$ cat config.mk
export PLATFORM = sky130hd
export DESIGN_NAME = pipe_mem_arbiter
export DESIGN_NICKNAME = d
export VERILOG_FILES = /design/src/rtl/pipe_mem_arbiter.sv
export SDC_FILE = /design/constraint.sdc
export NUM_CORES = 1
export LEC_CHECK = 0
export CAP_MARGIN = 5
export CORE_MARGIN = 2
export CORE_UTILIZATION = 25
export CTS_CLUSTER_DIAMETER = 120
export DETAILED_ROUTE_END_ITERATION = 8
export DONT_BUFFER_PORTS = 1
export GPL_TIMING_DRIVEN = 0
export PLACE_DENSITY = 0.41
export RECOVER_POWER = 25
export SYNTH_ARGS = -nofsm -noshare
export SYNTH_HDL_FRONTEND = slang
export SYNTH_SLANG_ARGS = --single-unit
$ cat constraint.sdc
create_clock -name CLK -period 1.9 [get_ports CLK]
set_input_delay 0.38 -clock CLK [delete_from_list [all_inputs] [get_ports CLK]]
set_output_delay 0.38 -clock CLK [all_outputs]
set_load 0.02 [all_outputs]
$ cat src/rtl/pipe_mem_arbiter.sv
// Arbitrates one single-port, variable-latency memory between the IF and MEM pipeline stages.
// MEM wins by default; IF is forced through after two MEM grants it waited on.
module pipe_mem_arbiter #(
    parameter int unsigned ADDR_W  = 32,
    parameter int unsigned DATA_W  = 32,
    parameter int unsigned TIMEOUT = 255
) (
    input  logic              CLK,
    input  logic              RST_N,
    input  logic              if_req,
    input  logic [ADDR_W-1:0] if_addr,
    output logic [DATA_W-1:0] if_rdata,
    output logic              if_done,
    input  logic              mem_read,
    input  logic              mem_write,
    input  logic [ADDR_W-1:0] mem_addr,
    input  logic [DATA_W-1:0] mem_wdata,
    output logic [DATA_W-1:0] mem_rdata,
    output logic              mem_done,
    input  logic              exception_disable,
    output logic              ram_req,
    output logic              ram_we,
    output logic [ADDR_W-1:0] ram_addr,
    output logic [DATA_W-1:0] ram_wdata,
    input  logic [DATA_W-1:0] ram_rdata,
    input  logic              ram_ack,
    output logic              stall,
    output logic              bus_error
);

    typedef enum logic [2:0] {StIdle, StGntIf, StGntMem, StDrain, StError} state_e;

    localparam logic [7:0] TimeoutLast = 8'(TIMEOUT - 1);

    state_e            state_q, state_d;
    logic [7:0]        cnt_q, cnt_d;
    logic [1:0]        starve_q, starve_d;
    logic              ram_req_q, ram_req_d;
    logic              ram_we_q, ram_we_d;
    logic [ADDR_W-1:0] ram_addr_q, ram_addr_d;
    logic [DATA_W-1:0] ram_wdata_q, ram_wdata_d;
    logic [DATA_W-1:0] if_rdata_q, if_rdata_d;
    logic [DATA_W-1:0] mem_rdata_q, mem_rdata_d;
    logic              if_done_q, if_done_d;
    logic              mem_done_q, mem_done_d;
    logic              stall_q, stall_d;
    logic              bus_error_q, bus_error_d;

    logic mem_any;
    logic if_ok;

    assign mem_any = mem_read | mem_write;
    assign if_ok   = if_req & ~exception_disable;

    always_comb begin
        state_d     = state_q;
        cnt_d       = cnt_q;
        starve_d    = starve_q;
        ram_req_d   = ram_req_q;
        ram_we_d    = ram_we_q;
        ram_addr_d  = ram_addr_q;
        ram_wdata_d = ram_wdata_q;
        if_rdata_d  = if_rdata_q;
        mem_rdata_d = mem_rdata_q;
        if_done_d   = 1'b0;
        mem_done_d  = 1'b0;
        stall_d     = stall_q;
        bus_error_d = bus_error_q;

        case (state_q)
            StIdle: begin
                stall_d = mem_any | if_req;
                if (mem_any && !(starve_q == 2'd2 && if_ok)) begin
                    state_d     = StGntMem;
                    ram_req_d   = 1'b1;
                    ram_we_d    = mem_write;
                    ram_addr_d  = mem_addr;
                    ram_wdata_d = mem_wdata;
                    cnt_d       = '0;
                    if (!if_req) begin
                        starve_d = 2'd0;
                    end else if (starve_q != 2'd2) begin
                        starve_d = starve_q + 2'd1;
                    end
                end else if (if_ok) begin
                    state_d     = StGntIf;
                    ram_req_d   = 1'b1;
                    ram_we_d    = 1'b0;
                    ram_addr_d  = if_addr;
                    ram_wdata_d = '0;
                    cnt_d       = '0;
                    starve_d    = 2'd0;
                end
            end
            StGntIf, StGntMem, StDrain: begin
                if (ram_ack) begin
                    state_d   = StIdle;
                    ram_req_d = 1'b0;
                    ram_we_d  = 1'b0;
                    stall_d   = 1'b0;
                    if (state_q == StGntMem) begin
                        mem_done_d = 1'b1;
                        if (!ram_we_q) begin
                            mem_rdata_d = ram_rdata;
                        end
                    end else if (state_q == StGntIf && !exception_disable) begin
                        if_done_d  = 1'b1;
                        if_rdata_d = ram_rdata;
                    end
                end else if (cnt_q == TimeoutLast) begin
                    state_d     = StError;
                    ram_req_d   = 1'b0;
                    ram_we_d    = 1'b0;
                    stall_d     = 1'b1;
                    bus_error_d = 1'b1;
                end else begin
                    cnt_d   = cnt_q + 8'd1;
                    stall_d = 1'b1;
                    // A flushed fetch must still see its ack before the bus is free again.
                    if (state_q == StGntIf && exception_disable) begin
                        state_d = StDrain;
                    end
                end
            end
            StError: begin
                ram_req_d = 1'b0;
                stall_d   = 1'b1;
            end
            default: state_d = StIdle;
        endcase
    end

    always_ff @(posedge CLK or negedge RST_N) begin
        if (!RST_N) begin
            state_q     <= StIdle;
            cnt_q       <= '0;
            starve_q    <= '0;
            ram_req_q   <= 1'b0;
            ram_we_q    <= 1'b0;
            ram_addr_q  <= '0;
            ram_wdata_q <= '0;
            if_rdata_q  <= '0;
            mem_rdata_q <= '0;
            if_done_q   <= 1'b0;
            mem_done_q  <= 1'b0;
            stall_q     <= 1'b0;
            bus_error_q <= 1'b0;
        end else begin
            state_q     <= state_d;
            cnt_q       <= cnt_d;
            starve_q    <= starve_d;
            ram_req_q   <= ram_req_d;
            ram_we_q    <= ram_we_d;
            ram_addr_q  <= ram_addr_d;
            ram_wdata_q <= ram_wdata_d;
            if_rdata_q  <= if_rdata_d;
            mem_rdata_q <= mem_rdata_d;
            if_done_q   <= if_done_d;
            mem_done_q  <= mem_done_d;
            stall_q     <= stall_d;
            bus_error_q <= bus_error_d;
        end
    end

    assign ram_req   = ram_req_q;
    assign ram_we    = ram_we_q;
    assign ram_addr  = ram_addr_q;
    assign ram_wdata = ram_wdata_q;
    assign if_rdata  = if_rdata_q;
    assign if_done   = if_done_q;
    assign mem_rdata = mem_rdata_q;
    assign mem_done  = mem_done_q;
    assign stall     = stall_q;
    assign bus_error = bus_error_q;

endmodule

Word level (Yosys, flattened, before mapping) --
Index checks and enable logic that the tools add are counted.
Storage, ports and cells: flip-flop bits (word level) 147, input port bits 135, output and inout port bits 134, word-level logic and storage cells 92
Operators by class: $add $sub $neg 2, equality and inequality tests 13, muxes and demuxes 36, bitwise gates (word level) 8, reductions and logical operators 20
Operator list (count):
- 2-to-1 mux 32 bit | 4
- 2-to-1 mux 8 bit | 4
- one-hot mux 8 bit (2 select lines) | 1
- 2-to-1 mux 3 bit | 5
- AND reduction 3 bit | 5
- 2-to-1 mux 1 bit | 14
- AND reduction 4 bit | 3
- one-hot mux 3 bit (3 select lines) | 1
- adder 8 x 1 -> 8 bit, second input constant | 1
- equality test 8 bit, second input constant | 1
- 2-to-1 mux 2 bit | 4
- equality test 3 x 2 -> 1 bit, second input constant | 2
- inequality test 2 bit, second input constant | 3
- inequality test 3 bit, second input constant | 2
- one-hot mux 1 bit (3 select lines) | 2
- inverter 1 bit | 5
- logical AND 1 bit | 4
- inequality test 4 bit, second input constant | 1
- nonzero test 2 bit | 2
- equality test 3 x 1 -> 1 bit, second input constant | 1
- equality test 3 bit, second input constant | 1
- zero test 3 bit | 1
- inequality test 3 x 2 -> 1 bit, second input constant | 1
- nonzero test 3 bit | 1
- 8 further kinds | 10

Longest topological paths before layout --
Gate-level depths: netlist of the first run.
word-level depth 7, mapped depth 7, depth with buffers taken out 6

Worst setup path before layout of the first run --
OpenSTA, ideal clock, no wires.
path type reg-to-reg, start point reg cnt_q[0], end point reg cnt_q[3], setup time 0.127 ns, arrival 1.550 ns, required time 1.773 ns, setup slack 0.223 ns, stages on the path, launching flop included 7, buffers on the path 0, period minus slack after synthesis 1.677 ns, cells stage by stage dfrtp_1 > inv_1 > ha_1 > and3_1 > a2111oi_4 > nand4_1 > mux2i_1
Between the ends: word-level cells in the longest chain between the ends 4, elaborated cells on any way between the ends 7, classes of those cells add/sub: 1; eq/ne: 2; mux: 3; reduce/logical: 1
Ends and longest elaborated chain:
- start: declaration | RTL line 36 | logic [7:0] cnt_q, cnt_d;
- start signal: assignment | RTL line 150 | cnt_q <= cnt_d;
- adder 8 x 1 -> 8 bit | RTL line 117 | cnt_d = cnt_q + 8'd1;
- 2-to-1 mux 8 bit | RTL line 110 | end else if (cnt_q == TimeoutLast) begin
- 2-to-1 mux 8 bit | RTL line 96 | if (ram_ack) begin
- one-hot mux 8 bit (2 select lines) | RTL line 70 | case (state_q)
Several ways; a longest one is shown, not always the timed one. The select of a mux whose other input is x is not followed. A chain may end at the register's enable or synchronous reset.

Worst setup path after layout of the first run --
start point reg state_q[2], end point reg if_rdata_q[17] (netlist: if_rdata[17])
Between the ends: word-level cells in the longest chain between the ends 3, elaborated cells on any way between the ends 7, classes of those cells eq/ne: 3; bitwise: 1; reduce/logical: 3
Ends and longest elaborated chain:
- start: declaration | RTL line 35 | state_e state_q, state_d;
- start signal: assignment | RTL line 135 | state_q <= StIdle;
- start signal: assignment | RTL line 149 | state_q <= state_d;
- equality test 3 x 2 -> 1 bit (tied with other cells) | RTL line 70, 101
- OR reduction 3 bit (tied with other cells) | RTL line 70
- AND reduction 4 bit (no source line) *
- end signal: assignment | RTL line 156 | if_rdata_q <= if_rdata_d;
- end: declaration | RTL line 42 | logic [DATA_W-1:0] if_rdata_q, if_rdata_d;
Every way passes the cells marked *; elsewhere a longest branch is shown, timed or not.

==> impl_metrics.csv, run 1 <==
group,metric,value,unit
cells_and_area,fill_cells,2465,
route,drtIter0Drc,311,
run_status,violations,"hold timing",
cells_and_area,num_antenna_cells,0,
clocking,cts_tree,"done",
critical_path,critPathLaunchType,"flop",
synthesis,yosys-top-cells-area,"dfrtp_1 (60%), mux2_4 (7.1%), mux2_2 (5.1%)",
synthesis,async_flop_share,100,%
die,design.core.area,0.0242,sq mm
cells_and_area,final_cell_area,0.00729,sq mm
route,wl_per_cell,19.4,microns
synthesis,netlist.area_leader.share,59.9,%
synthesis,syn_area_per_cell,12.4,sq um
global_routing,grt_pass1_vias,4345,
route,via_per_inst,4.79,
sta,setup_viol,0,
cells_and_area,fin_nets,657,
sta,fmax,0.552,GHz
placed_design,dp_hpwl,11900,microns
route,first_pass_iters,5,
die,die_w,161,microns
sta,rsz0062_at_grt,"false",
sta,relSlewSlack,66.2,%
clocking,clock_path_buffers,2,
sta,slew_violations,0,
placed_design,gp_congestion,0.779,
sta,finalCritPeriodShare,95.3,%
critical_path,crit_chain,"or4_1, buf_4, buf_6, mux2_4",
sta,tightest_slew,0.505,ns
cells_and_area,syn_to_final_growth,18.7,%
synthesis,ys.flop_type,"dfrtp_1",
synthesis,synth_fp_nets,633,
global_routing,antenna_found_initial,0,
sta,hold_slack,-0.338,ns
critical_path,crit_path_top_delay_cell,"or4_1",
synthesis,synth_common_cells,"dfrtp_1 (147), nand2_1 (77), nor2_1 (37), a22o_1 (34), a31oi_1 (33)",
global_routing,grt_max_degree,148,
cells_and_area,layout-drive-gt1-share,25.9,%
synthesis,synth_top_cell_by_area,"dfrtp_1",
synthesis,yosysWarnings,0,
clocking,ctsHtreeMaxLevel,4,
critical_path,crit_buf_inv,2,
clocking,cts_made_buffers,17,
synthesis,yosysSeqAreaShare,59.9,%
route,drc_errors,0,
power,vdd_ir_drop_max,0.683,mV
route,routed_wl,16600,microns
run_status,status,"complete, but fails checks",
global_routing,grt_pass1_wl,25700,microns
sta,clock_skew,0.0122,ns
critical_path,worstPathRequired,2.19,ns
synthesis,synth_cell_types,49,
placed_design,place_area,0.00654,sq mm
global_routing,track_usage,12.8,%
die,die_area,0.0258,sq mm
synthesis,synthCells,495,
clocking,cts_root_buf,"clkbuf_16",
synthesis,synth_area,0.00614,sq mm
critical_path,cp-end-kind,"flop",
die,fp.dieH,161,microns
die,io_pins,269,
synthesis,synth-seq-cells,147,
route,vias,4100,
placed_design,io_buffer_count,0,
power,powerDensity,1940,mW/mm^2
power,cellLeakagePower,3.28,nW
die,rows,57,
route,drtAntennaViolNets,0,
clocking,clk_pin_slew,0.07,ns
min_path,hold_class,"input pin to async pin",
critical_path,max_stage_delay,0.58,ns
global_routing,overflow,0,
die,start_util,25.4,%
synthesis,synth_edf_count,0,
clocking,cts_sinks,147,
critical_path,critPathKind,"flop to flop",
sta,fin_crit,1.81,ns
critical_path,worst-path-max-fanout,10,
synthesis,post-synth-top-count-cell,"dfrtp_1",
clocking,clk_latency,0.41,ns
flow_run,maxCapViolations,0,
critical_path,arrival,2.10,ns
critical_path,cp_top_family,"simple AND/OR/NAND/NOR gates",
sta,hold_violations,147,
==> layout make-up <==
class	count	area, sq um	area share, %
inverter	4	15.0	0.206
multi-input combinational	312	2310	31.8
buffer	32	213	2.92
timing repair buffer	5	50.0	0.687
sequential	147	3680	50.5
clock buffer	18	429	5.89
tap	324	405	5.56
clock inverter	14	179	2.46
==> path summary, 6_finish.rpt <==
kind,slack [ns],to,depth (start not counted),start
worst max-delay path,0.09,if_rdata[17],4,state_q[2]
worst min-delay path,-0.34,if_done,0,RST_N
worst max register to register,0.09,if_rdata[17],4,state_q[2]
worst min register to register,0.52,cnt_q[4],1,cnt_q[4]
max in group asynchronous,1.92,ram_wdata[17],0,RST_N
min in group CLK,0.09,ram_wdata[9],1,mem_wdata[9]
==> sequential cells by signal, summed over array words and instances (netlist names) <==
signal,cells
stall,1
cnt_q,8
if_rdata,32
mem_rdata,32
bus_error,1
state_q,3
ram_we,1
ram_wdata,32
ram_req,1
ram_addr,32
if_done,1
mem_done,1
starve_q,2
==> report_power, final <==
group          switching, mW  total [mW]  internal, mW
clock network           1.42        3.51          2.09
logic                   1.59        3.32          1.73
registers               2.80        7.33          4.53
==> logic make-up (layout without fill, tap and decap cells) <==
kind of cell	count (synthesis)	after routing	synth area share, %
simple gates	144	144	10.2
xor+xnor	2	2	0.285
mux	66	66	13.8
fa+ha+maj	3	3	0.612
flops	147	147	59.9
compound gates	97	97	12.1
buf+inv	36	73	3.02
==> timing repair <==
item,in CTS,in global routing
endpoints found under the hold margin,147,147
endpoints found under the setup margin,102,126
pin swaps,2,1
setup buffers,4,1
cloned,0,0
resized for setup,18,15
==> layout by cell type (no fill, tap or decap), types with 3 or more instances in the layout <==
cell,instances
a21oi_1,5
clkinvlp_4,3
nand2_1,76
nand4_1,5
clkbuf_2,12
o31ai_1,5
dfrtp_1,145
buf_4,6
mux2_2,28
buf_6,7
nor2_1,36
o21ai_0,6
bufinv_16,3
and3_1,3
nand3_1,3
clkinv_4,4
inv_6,3
clkbuf_16,17
mux2_1,7
a22o_1,34
buf_2,8
mux2_4,29
a31oi_1,33
inv_1,4
==> through the flow <==
stage / total power, mW / utilization (%) / TNS [ns] / setup slack [ns] / std cells
6_report: 14.2 / 30.1 / 0 / 0.0893 / 856
5_1_grt: 15.0 / 30.1 / 0 / 0.00308 / 856
4_1_cts: 14.3 / 29.9 / 0 / 0.0137 / 855
3_5_place_dp: 10.6 / 27.1 / -14.24 / -0.249 / 819
3_3_place_gp: 10.4 / 27.1 / -9.52 / -0.258 / 819
2_1_floorplan: 9.48 / - / 0 / 0.223 / 495
==> routing by layer <==
metal	share of wire (%)	GRT usage (%)
met1	41	15.6
met2	47	20.4
met3	11	5.94
met4	1.2	3.69
met5	0	0
(Power assumes the default switching activity.)
==> run 2, diff against run 1 <==
==> constraint.sdc (replaced) <==
create_clock -name CLK -period 2.1 [get_ports CLK]
set_input_delay 0.42 -clock CLK [delete_from_list [all_inputs] [get_ports CLK]]
set_output_delay 0.42 -clock CLK [all_outputs]
set_load 0.02 [all_outputs]
==> impl_metrics.csv, run 2 (synthesized netlist as in run 1, its figures left out) <==
group,metric,value,unit
die,io_pins,269,
route,drtIter0Drc,268,
critical_path,r2r_start,"cnt_q[0]",
sta,fin_tns_setup,0,ns
sta,finalCritPeriodShare,92.8,%
power,cellLeakagePower,3.25,nW
clocking,clk_latency,0.41,ns
sta,clock_skew,0.0102,ns
cells_and_area,syn_to_final_growth,17.5,%
sta,tightest_slew,0.546,ns
critical_path,reg2regPathDepth,6,
power,powerDensity,1760,mW/mm^2
clocking,cts_made_buffers,17,
route,drc_errors,0,
critical_path,regToRegSetupSlack,0.15,ns
clocking,cts_sinks,147,
global_routing,grt_max_degree,148,
sta,fmax,0.513,GHz
critical_path,cp-end-kind,"flop",
sta,fin_crit,1.95,ns
cells_and_area,fin_nets,654,
run_status,status,"complete, but fails checks",
route,drtAntennaViolNets,0,
clocking,ctsHtreeMaxLevel,4,
power,total_power,12.7,mW
global_routing,track_usage,12.8,%
global_routing,antenna_found_initial,0,
placed_design,dp_hpwl,11900,microns
die,fp.dieH,161,microns
die,rows,57,
clocking,clock_path_buffers,2,
route,wl_per_cell,19.5,microns
sta,hold_violations,147,
run_status,violations,"hold timing",
route,via_per_inst,4.80,
flow_run,maxCapViolations,0,
power,vdd_ir_drop_max,0.603,mV
route,first_pass_iters,4,
route,vias,4098,
global_routing,overflow,0,
critical_path,critPathKind,"flop to flop",
sta,hold_slack,-0.299,ns
clocking,clk_pin_slew,0.07,ns
die,design.core.area,0.0242,sq mm
sta,setup_viol,0,
critical_path,cp-startpoint,"cnt_q[0]",
global_routing,grt_pass1_vias,4323,
critical_path,reg2reg_to,"cnt_q[3]",
die,die_w,161,microns
global_routing,grt_pass1_wl,25700,microns
critical_path,endpoint,"cnt_q[3]",
min_path,hold_class,"input pin to async pin",
die,start_util,25.4,%
die,die_area,0.0258,sq mm
clocking,cts_tree,"done",
sta,slew_violations,0,
placed_design,io_buffer_count,0,
critical_path,critPathLaunchType,"flop",
cells_and_area,final_common_cell,"dfrtp_1",
sta,rsz0062_at_grt,"true",
cells_and_area,final_cell_mix,"dfrtp_1 (147), nand2_1 (76), nor2_1 (37)",
sta,relSlewSlack,63.5,%
clocking,cts_root_buf,"clkbuf_16",
critical_path,worstPathRequired,2.39,ns
critical_path,worst-path-max-fanout,7,
route,routed_wl,16600,microns
cells_and_area,num_antenna_cells,0,
cells_and_area,layout-drive-gt1-share,23.8,%
critical_path,arrival,2.24,ns
placed_design,gp_congestion,0.779,
==> run 2: changes by cell type in the layout (fill, tap and decap cells not counted), moves of 2 or more <==
cell      delta
buf_2        +6
buf_4        -5
clkbuf_2     -4
buf_6        -3
clkbuf_1     +3
dfrtp_1      +2
dfrtp_2      -2
==> run 2: where the power goes <==
group          internal [mW]  total, mW  switching, mW
registers               4.10       6.62           2.52
logic                   1.50       2.93           1.43
clock network           1.89       3.18           1.29
total                   7.49       12.7           5.24
==> run 2: final cells by class <==
type | instances | area [sq um]
Clock inverter | 14 | 179
Multi-Input combinational cell | 312 | 2300
Buffer | 32 | 181
Timing Repair Buffer | 2 | 27.5
Tap cell | 324 | 405
Inverter | 4 | 15.0
Sequential cell | 147 | 3680
Fill cell | 2469 | 17000
Clock buffer | 18 | 429
==> run 2: critical path, cell delays in order, from the launching register on <==
cell and delay [ns]:
dfrtp_1 0.45, inv_1 0.07, ha_1 0.22, and3_1 0.20
a2111oi_4 0.56, nand4_1 0.19, mux2i_1 0.15
==> run 2: through the flow <==
step | worst slack (ns) | util [%] | cell area [sq um] | instances
floorplan | 0.416 | - | 6140 | 495
detailed placement | -0.0490 | 27.1 | 6540 | 819
global route | -0.0413 | 29.8 | 7210 | 853
global placement | -0.0578 | 27.1 | 6540 | 819
finish | 0.151 | 29.8 | 7210 | 853
CTS | 0.0534 | 29.6 | 7170 | 851
==> run 2: worst min-delay path by stage <==
stage	slack, ns	from	to	cells after the start
after floorplan	0.12	RST_N	bus_error	0
after global placement	0.13	RST_N	if_done	0
after detailed placement	0.13	RST_N	if_done	0
after CTS	-0.33	RST_N	cnt_q[7]	0
after global routing	-0.33	RST_N	if_done	0
final	-0.30	RST_N	if_done	0
==> run 2: repair_timing <==
action	4_1_cts	5_1_grt
pin swaps	0	1
resized for setup	3	16
endpoints found under the setup margin	47	67
hold endpoints to repair	147	147
setup buffers	0	2
==> run 2: per-layer routing <==
layer | GRT usage (%) | vias up | part of all wire [%]
met5 | 0 | - | 0
met4 | 3.61 | 0 | 1.2
met3 | 5.94 | 15 | 11
met2 | 20.3 | 209 | 47
met1 | 15.6 | 2062 | 41
li1 | - | 1812 | -
